## src/rtl/dp2_pkg.sv

```systemverilog
// Shared Datapath2 definitions: register-file geometry and common types.
package dp2_pkg;

  localparam int unsigned NREGS = 32;
  localparam int unsigned AW    = 5;
  localparam int unsigned WIDTH = 32;

  typedef logic [AW-1:0]    regaddr_t;
  typedef logic [WIDTH-1:0] word_t;

endpackage

```

## src/rtl/decoder.sv

```systemverilog
// 5-to-32 one-hot decoder: exactly one output bit set for every address.
module decoder
  import dp2_pkg::*;
(
  input  regaddr_t           a,
  output logic [NREGS-1:0]   y
);

  // One-hot expansion of the address.
  always_comb begin
    y    = '0;
    y[a] = 1'b1;
  end

endmodule

```

## src/rtl/regfile_32x32.sv

```systemverilog
// 32-entry register file: two combinational read ports, one write port,
// optional same-cycle write forwarding, r0 hardwired to zero, and a
// saturating count of committed writes.
module regfile_32x32 #(
  parameter int unsigned WIDTH  = 32,
  parameter bit          BYPASS = 1'b1
) (
  input  logic             clk,
  input  logic             rst,
  input  logic             we,
  input  logic [4:0]       wa,
  input  logic [WIDTH-1:0] wd,
  input  logic [4:0]       ra1,
  input  logic [4:0]       ra2,
  output logic [WIDTH-1:0] rd1,
  output logic [WIDTH-1:0] rd2,
  output logic [15:0]      wr_cnt
);

  import dp2_pkg::*;

  logic [NREGS-1:0] onehot;
  logic [NREGS-1:0] we_vec;
  logic             wr_hit;
  logic [WIDTH-1:0] regs_q [1:NREGS-1];
  logic [WIDTH-1:0] rf     [NREGS];
  logic [15:0]      wr_cnt_q;
  logic             unused_we0;

  decoder u_decoder (
    .a (wa),
    .y (onehot)
  );

  assign we_vec     = we ? onehot : '0;
  // r0 has no storage, so its strobe goes nowhere.
  assign unused_we0 = we_vec[0];
  assign wr_hit     = |we_vec[NREGS-1:1];

  // Storage for r1..r31; r0 deliberately has no flop.
  always_ff @(posedge clk or posedge rst) begin
    if (rst) begin
      for (int i = 1; i < NREGS; i++) regs_q[i] <= '0;
    end else begin
      for (int i = 1; i < NREGS; i++) begin
        if (we_vec[i]) regs_q[i] <= wd;
      end
    end
  end

  // Flat read view with r0 tied to zero.
  always_comb begin
    rf[0] = '0;
    for (int i = 1; i < NREGS; i++) rf[i] = regs_q[i];
  end

  // Read muxes plus forwarding; a nonzero-address match is required so r0 stays zero.
  always_comb begin
    rd1 = rf[ra1];
    rd2 = rf[ra2];
    if (BYPASS && we && (wa != '0) && (wa == ra1)) rd1 = wd;
    if (BYPASS && we && (wa != '0) && (wa == ra2)) rd2 = wd;
  end

  // Saturating count of writes that actually land in a register.
  always_ff @(posedge clk or posedge rst) begin
    if (rst) begin
      wr_cnt_q <= '0;
    end else if (wr_hit && (wr_cnt_q != 16'hFFFF)) begin
      wr_cnt_q <= wr_cnt_q + 16'd1;
    end
  end

  assign wr_cnt = wr_cnt_q;

endmodule

```

## config.mk

```make
export PLATFORM = sky130hd
export DESIGN_NAME = regfile_32x32
export DESIGN_NICKNAME = d
export VERILOG_FILES = /design/src/rtl/dp2_pkg.sv /design/src/rtl/decoder.sv /design/src/rtl/regfile_32x32.sv
export SDC_FILE = /design/constraint.sdc
export NUM_CORES = 2
export LEC_CHECK = 0
export ABC_AREA = 0
export ABC_CLOCK_PERIOD_IN_PS = 62300
export CAP_MARGIN = 20
export CELL_PAD_IN_SITES_DETAIL_PLACEMENT = 1
export CELL_PAD_IN_SITES_GLOBAL_PLACEMENT = 2
export CORE_MARGIN = 8
export CORE_UTILIZATION = 49
export DETAILED_ROUTE_END_ITERATION = 12
export PLACE_DENSITY_LB_ADDON = 0.12
export SLEW_MARGIN = 20
export SYNTH_ARGS = -nofsm -noshare
export SYNTH_HDL_FRONTEND = slang
export SYNTH_SLANG_ARGS = --single-unit
```

## constraint.sdc

```tcl
create_clock -name clk -period 62.3 [get_ports clk]
set_clock_uncertainty 0.2 [all_clocks]
set_input_delay 12.46 -clock clk [delete_from_list [all_inputs] [get_ports clk]]
set_output_delay 12.46 -clock clk [all_outputs]
set_load 0.03 [all_outputs]
```

* Yosys cells after proc, flatten, opt, wreduce, memory -nomap -nowiden
Cells that the tools add are included.
Storage, ports and cells: register bits 1008, bits of input ports 50, word-level logic and storage cells 60
Operators by class: $add $sub $neg 1, $lt $le $gt $ge 4, equality and inequality tests 3, multiplexer cells 11, bitwise operators 2, reductions and logical operators 7
Operators with widths (count):
- binary-select mux 32 bit (select 5 bit) | 2
- 2-to-1 mux 32 bit | 7
- OR reduction 31 bit | 1
- adder 16 x 1 -> 16 bit (second input constant) | 1
- != test 16 bit (second input constant) | 1
- >= comparator 6 bit (second input constant) | 2
- NOT 5 -> 6 bit | 2
- equality test 5 bit | 2
- less-than comparator 5 x 6 -> 1 bit (second input constant) | 1
- demux 1 bit (select 5 bit) | 1
- >= comparator 5 x 1 -> 1 bit (second input constant) | 1
- logical AND 1 bit | 5
- nonzero test 5 bit | 1
- 2-to-1 mux 1 bit | 1

* Depth between registers and ports, before layout
depth after elaboration 7, depth in mapped cells 9, mapped depth without buffers 6

* Hierarchy
From an unflattened synthesis, not the netlist that was laid out.
Second synthesis, totals: cell total of the unflattened synthesis 3766, area total of the unflattened synthesis 55072.8 um2
By module, submodules not included:
- regfile_32x32 | times used 1, cells each 3719, area an instance 54858.9 um2, sequential area each 25224.2 um2
- decoder | times used 1, cells each 47, area an instance 214.0 um2, sequential area each 0.0 um2

* Least setup slack after synthesis
No wires, ideal clock.
path kind input to output, from input ra1[0], to output rd1[30], data arrival time 14560 ps, required time 49640 ps, path slack 35080 ps, stages 9, path buffers 4, cell sequence buf_2 > buf_6 > buf_6 > buf_6 > nand2_2 > o22ai_1 > o21bai_1 > a21oi_1 > o41ai_1
On the way: longest elaborated chain between the ends 5, elaborated cells between the ends (all ways) 7, classes of those cells eq/ne: 1; mux: 4; bitwise: 1; reduce/logical: 1
RTL lines:
- from (decl) | RTL line regfile_32x32.sv:13 | input logic [4:0] ra1,
- NOT 5 -> 6 bit (not written as such) | RTL line regfile_32x32.sv:59 | rd1 = rf[ra1];
- binary-select mux 32 bit (select 5 bit) | RTL line regfile_32x32.sv:59
- 2-to-1 mux 32 bit (not written as such) (2 in a row) | RTL line regfile_32x32.sv:59
- 2-to-1 mux 32 bit (*) | RTL line regfile_32x32.sv:61 | if (BYPASS && we && (wa != '0) && (wa == ra1)) rd1 = wd;
- to (decl) | RTL line regfile_32x32.sv:15 | output logic [WIDTH-1:0] rd1,
Mark *: on every way between the ends. The rest lies on a longest branch, timed or not. The select of a mux whose other input is x is not followed.

* Final worst setup path
from input ra2[0], to output rd2[14]
On the way: longest elaborated chain between the ends 5, elaborated cells between the ends (all ways) 7, classes of those cells eq/ne: 1; mux: 4; bitwise: 1; reduce/logical: 1
RTL lines:
- from (decl) | RTL line regfile_32x32.sv:14 | input logic [4:0] ra2,
- NOT 5 -> 6 bit (not written as such) | RTL line regfile_32x32.sv:60 | rd2 = rf[ra2];
- binary-select mux 32 bit (select 5 bit) | RTL line regfile_32x32.sv:60
- 2-to-1 mux 32 bit (not written as such) (2 in a row) | RTL line regfile_32x32.sv:60
- 2-to-1 mux 32 bit (*) | RTL line regfile_32x32.sv:62 | if (BYPASS && we && (wa != '0) && (wa == ra2)) rd2 = wd;
- to (decl) | RTL line regfile_32x32.sv:16 | output logic [WIDTH-1:0] rd2,
Marks and branches as above.

==> flow_summary.rst <==
.. list-table::
   :header-rows: 1

   * - Metric
     - Value
   * - Status
     - finished, final reports clean
   * - Leading post-synthesis cells by instance count
     - 1008 x sky130_fd_sc_hd__dfrtp_1, 945 x sky130_fd_sc_hd__mux2_2, 342 x sky130_fd_sc_hd__mux4_2
   * - Type of origin of the critical path
     - input port
   * - Buffers inserted during post-CTS setup optimization
     - 0
   * - Number of instances resized during post-cts repair
     - 0
   * - Port-buffer cells
     - 129
   * - Detailed-routing iteration count for the pre-antenna-repair pass
     - 5
   * - Via count
     - 38.0k
   * - Max-cap viol count
     - 0
   * - Die area
     - 124000 sq um
   * - Worst setup path endpoint
     - rd2[14]
   * - Signed area change from the synthesized netlist to the final layout
     - 10.9%
   * - Final weighted congestion in routability-driven placement
     - 0.845
   * - Met1 usage
     - 0.439
   * - Layout Nets
     - 3996
   * - Gr usage total
     - 0.314
   * - Fraction of layout instances using a drive strength above 1
     - 0.420
   * - Number of global-route vias before repair
     - 41.1k
   * - Maximum number of pins on one net before global-route repair
     - 182
   * - Average instance area after synthesis
     - 13.8 sq um
   * - Power density over the cells
     - 33.6 nW/um^2
   * - Antenna violations before repair
     - 10
   * - ANT nets after route
     - 0
   * - Register bit count reported by yosys
     - 1008
   * - Layer carrying the most global-route usage
     - met2
   * - Hold Slack
     - 0.294 ns
   * - Per-cell routed wire length
     - 35.1 microns
   * - Max clock buf depth
     - 3
   * - Synthesized netlist cell count
     - 4004
   * - Clk root buf
     - sky130_fd_sc_hd__clkbuf_16
   * - Proportion of netlist area held by the largest area contributor
     - 0.456
   * - Number of sinks driven by the clock tree
     - 1008
   * - First-pass GRT wire length
     - 289000 microns
   * - Most common flop cell mapped by yosys
     - sky130_fd_sc_hd__dfrtp_1
   * - Fraction of the yosys area taken by sequential cells
     - 0.456
   * - Core Rows
     - 123
   * - Critical path data arrival time
     - 17.51 ns
   * - Tightest Hold Check Type
     - flip-flop to flip-flop
   * - Share of flip-flops with an asynchronous set or reset
     - 1.00
   * - Largest area contributor in the synthesized netlist
     - sky130_fd_sc_hd__dfrtp_1
   * - Final setup violation count
     - 0
   * - Instance area after placement
     - 57200 sq um
   * - Maximum level of the CTS H-tree
     - 3
   * - Total detailed-routing wirelength
     - 195000 microns
   * - Area of the mapped netlist
     - 55300 sq um
   * - Avg Vias per Cell
     - 6.84
   * - Synthesized netlist net count
     - 4055
   * - Post-route fraction of the period consumed by the critical path
     - 0.484
   * - Die Width
     - 352 microns
   * - Critical path required time
     - 49.64 ns
   * - Relative max-transition margin
     - 0.198
   * - Layout Utilization
     - 0.546
   * - Placeable core region
     - 112000 sq um
   * - Cell with the most instances after synthesis
     - sky130_fd_sc_hd__dfrtp_1
   * - Clock insertion delay at the later pin of the skew report
     - 0.71 ns
   * - Die height
     - 352 microns
   * - Synth warn
     - 0
   * - Final max-slew violation count
     - 0
   * - CTS Buf Count
     - 117
   * - Io pins
     - 130
   * - Startpoint of the worst setup timing path
     - ra2[0]
   * - Type of the setup path with the least slack
     - input port to output port
   * - GRT Residual Overflow
     - 0
   * - CTS clk-pin slew, worst paths
     - 0.05 ns
   * - EDFF count, synth
     - 0
   * - DPL Wire Length
     - 116000 microns
   * - Critical Path Fanout Max
     - 68
   * - Setup slack on the worst flop-to-flop path
     - 59.76 ns
   * - Number of DRC violations after detailed routing
     - 0
   * - Number of hold buffers added after CTS
     - 0
   * - Slew at the pin closest to its max-slew limit
     - 1.19 ns
   * - Worst Setup End Kind
     - output port
   * - CTS tree
     - done
   * - Count of cells along the worst register-to-register path
     - 5
   * - GR Util met3
     - 0.0678
   * - Final instance area
     - 61300 sq um
   * - Setup repair after global routing missed its margin
     - no
   * - Time the worst path needs with I/O delays and setup
     - 30.17 ns
   * - Distinct cells, synth
     - 67
   * - Launch point of the worst reg-to-reg path
     - wr_cnt[5]
   * - Detailed router's first-iteration violation count
     - 3447
   * - Endpoint of the worst-slack reg-to-reg timing path
     - wr_cnt[4]
   * - Effective utilization at floorplan
     - 0.493
   * - Max VDD drop
     - 0.0265 mV
   * - Highest clock frequency the design can meet
     - 33.1 MHz
   * - Leakage dissipation
     - 26.4 nW
   * - Total negative setup slack
     - 0 ns
   * - Final hold viol count
     - 0
   * - Synth area leaders
     - sky130_fd_sc_hd__dfrtp_1 46%, sky130_fd_sc_hd__mux2_2 19%, sky130_fd_sc_hd__mux4_2 14%
   * - Met2 global-route usage
     - 0.492
==> final cells by class <==
cell class	count	area, sq um
Inverter	9	42.5
Fill cell	10600	50900
Antenna cell	2	5.00
Timing Repair Buffer	238	2150
Clock buffer	177	3540
Sequential cell	1008	25200
Clock inverter	44	579
Tap cell	1500	1880
Multi-Input combinational cell	2571	27900
==> stage by stage <==
stage          power, mW  setup slack (ns)  instances
2_1_floorplan       1.19             21.28       4004
3_3_place_gp        1.30             32.12       5326
3_5_place_dp        1.33             32.12       5326
4_1_cts             2.07             32.10       5547
5_1_grt             2.14             31.91       5547
6_report            2.06             32.13       5549
==> power breakdown <==
part	switching, mW	internal [mW]	leakage (nW)
Combinational	0.206	0.237	11.5
Clock	0.289	0.444	2.04
Sequential	0.104	0.783	12.9
==> layout by cell type (no fill, tap or decap), types with 6 or more instances in the layout <==
| cell type | netlist | routed |
|---|---|---|
| sky130_fd_sc_hd__a211oi_2 | 8 | 8 |
| sky130_fd_sc_hd__nand2_2 | 15 | 17 |
| sky130_fd_sc_hd__o22a_1 | 18 | 18 |
| sky130_fd_sc_hd__o21bai_1 | 10 | 10 |
| sky130_fd_sc_hd__mux4_2 | 342 | 342 |
| sky130_fd_sc_hd__o21ai_0 | 104 | 104 |
| sky130_fd_sc_hd__nand4_1 | 8 | 8 |
| sky130_fd_sc_hd__mux2_1 | 78 | 78 |
| sky130_fd_sc_hd__mux2_2 | 945 | 945 |
| sky130_fd_sc_hd__dfrtp_1 | 1008 | 1008 |
| sky130_fd_sc_hd__clkbuf_1 | 161 | 25 |
| sky130_fd_sc_hd__nand2b_1 | 8 | 7 |
| sky130_fd_sc_hd__a21oi_1 | 40 | 40 |
| sky130_fd_sc_hd__inv_1 | 8 | 6 |
| sky130_fd_sc_hd__clkbuf_16 | 0 | 120 |
| sky130_fd_sc_hd__a221oi_1 | 71 | 71 |
| sky130_fd_sc_hd__clkdlybuf4s50_1 | 0 | 113 |
| sky130_fd_sc_hd__xnor2_1 | 17 | 17 |
| sky130_fd_sc_hd__a22oi_1 | 57 | 57 |
| sky130_fd_sc_hd__nor2_4 | 0 | 18 |
| sky130_fd_sc_hd__nor3_1 | 29 | 29 |
| sky130_fd_sc_hd__clkinv_2 | 0 | 24 |
| sky130_fd_sc_hd__o211a_1 | 6 | 6 |
| sky130_fd_sc_hd__nand3_1 | 14 | 14 |
| sky130_fd_sc_hd__o32ai_1 | 25 | 25 |
| sky130_fd_sc_hd__o31ai_1 | 36 | 36 |
| sky130_fd_sc_hd__buf_4 | 61 | 104 |
| sky130_fd_sc_hd__clkbuf_8 | 0 | 33 |
| sky130_fd_sc_hd__a2111oi_2 | 25 | 25 |
| sky130_fd_sc_hd__mux2i_1 | 272 | 272 |
| sky130_fd_sc_hd__buf_2 | 148 | 8 |
| sky130_fd_sc_hd__xor2_1 | 8 | 8 |
| sky130_fd_sc_hd__nand2_1 | 131 | 129 |
| sky130_fd_sc_hd__o211ai_1 | 6 | 6 |
| sky130_fd_sc_hd__o22ai_1 | 37 | 37 |
| sky130_fd_sc_hd__a31oi_1 | 28 | 28 |
| sky130_fd_sc_hd__nor2_1 | 152 | 141 |
| sky130_fd_sc_hd__a211oi_1 | 20 | 20 |
| sky130_fd_sc_hd__bufinv_16 | 0 | 13 |
==> kinds of logic after synthesis <==
family	synth area share
AO/OA/AOI/OAI	0.0670
XOR/XNOR	0.00396
AND/OR/NAND/NOR	0.0337
buffers and inverters	0.0419
adder cells (fa/ha/maj)	0.000226
flip-flops	0.456
multiplexers	0.397
==> how the worst min path moves through the flow <==
stage / from / to / slack, ns / cells past startpoint
2_1_floorplan: regs_q[896] / regs_q[896] / 0.26 / 2
3_3_place_gp: regs_q[924] / regs_q[924] / 0.27 / 2
3_5_place_dp: wr_cnt[8] / wr_cnt[8] / 0.29 / 1
4_1_cts: wr_cnt[8] / wr_cnt[8] / 0.30 / 1
5_1_grt: wr_cnt[8] / wr_cnt[8] / 0.32 / 1
6_report: wr_cnt[8] / wr_cnt[8] / 0.29 / 1
==> metal layers <==
metal  part of all wire  vias to the layer above
met5            0.00024                        -
met4              0.033                        8
met3              0.076                      401
met2               0.46                     1548
met1               0.43                    20800
li1                   -                    15200
==> registers in the layout (all words and copies together), names as in the netlist <==
name,cells
regs_q,992
wr_cnt,16
==> critical path, stage by stage <==
cell and delay, ns:
sky130_fd_sc_hd__buf_8 0.56, sky130_fd_sc_hd__buf_4 0.68, sky130_fd_sc_hd__buf_4 0.73, sky130_fd_sc_hd__nand3_2 0.73, sky130_fd_sc_hd__buf_4 0.49, sky130_fd_sc_hd__o22ai_1 0.24
sky130_fd_sc_hd__a2111oi_2 0.08, sky130_fd_sc_hd__a211oi_1 0.57, sky130_fd_sc_hd__clkdlybuf4s50_1 0.80
No activity file was read; power rests on OpenSTA's default activity.
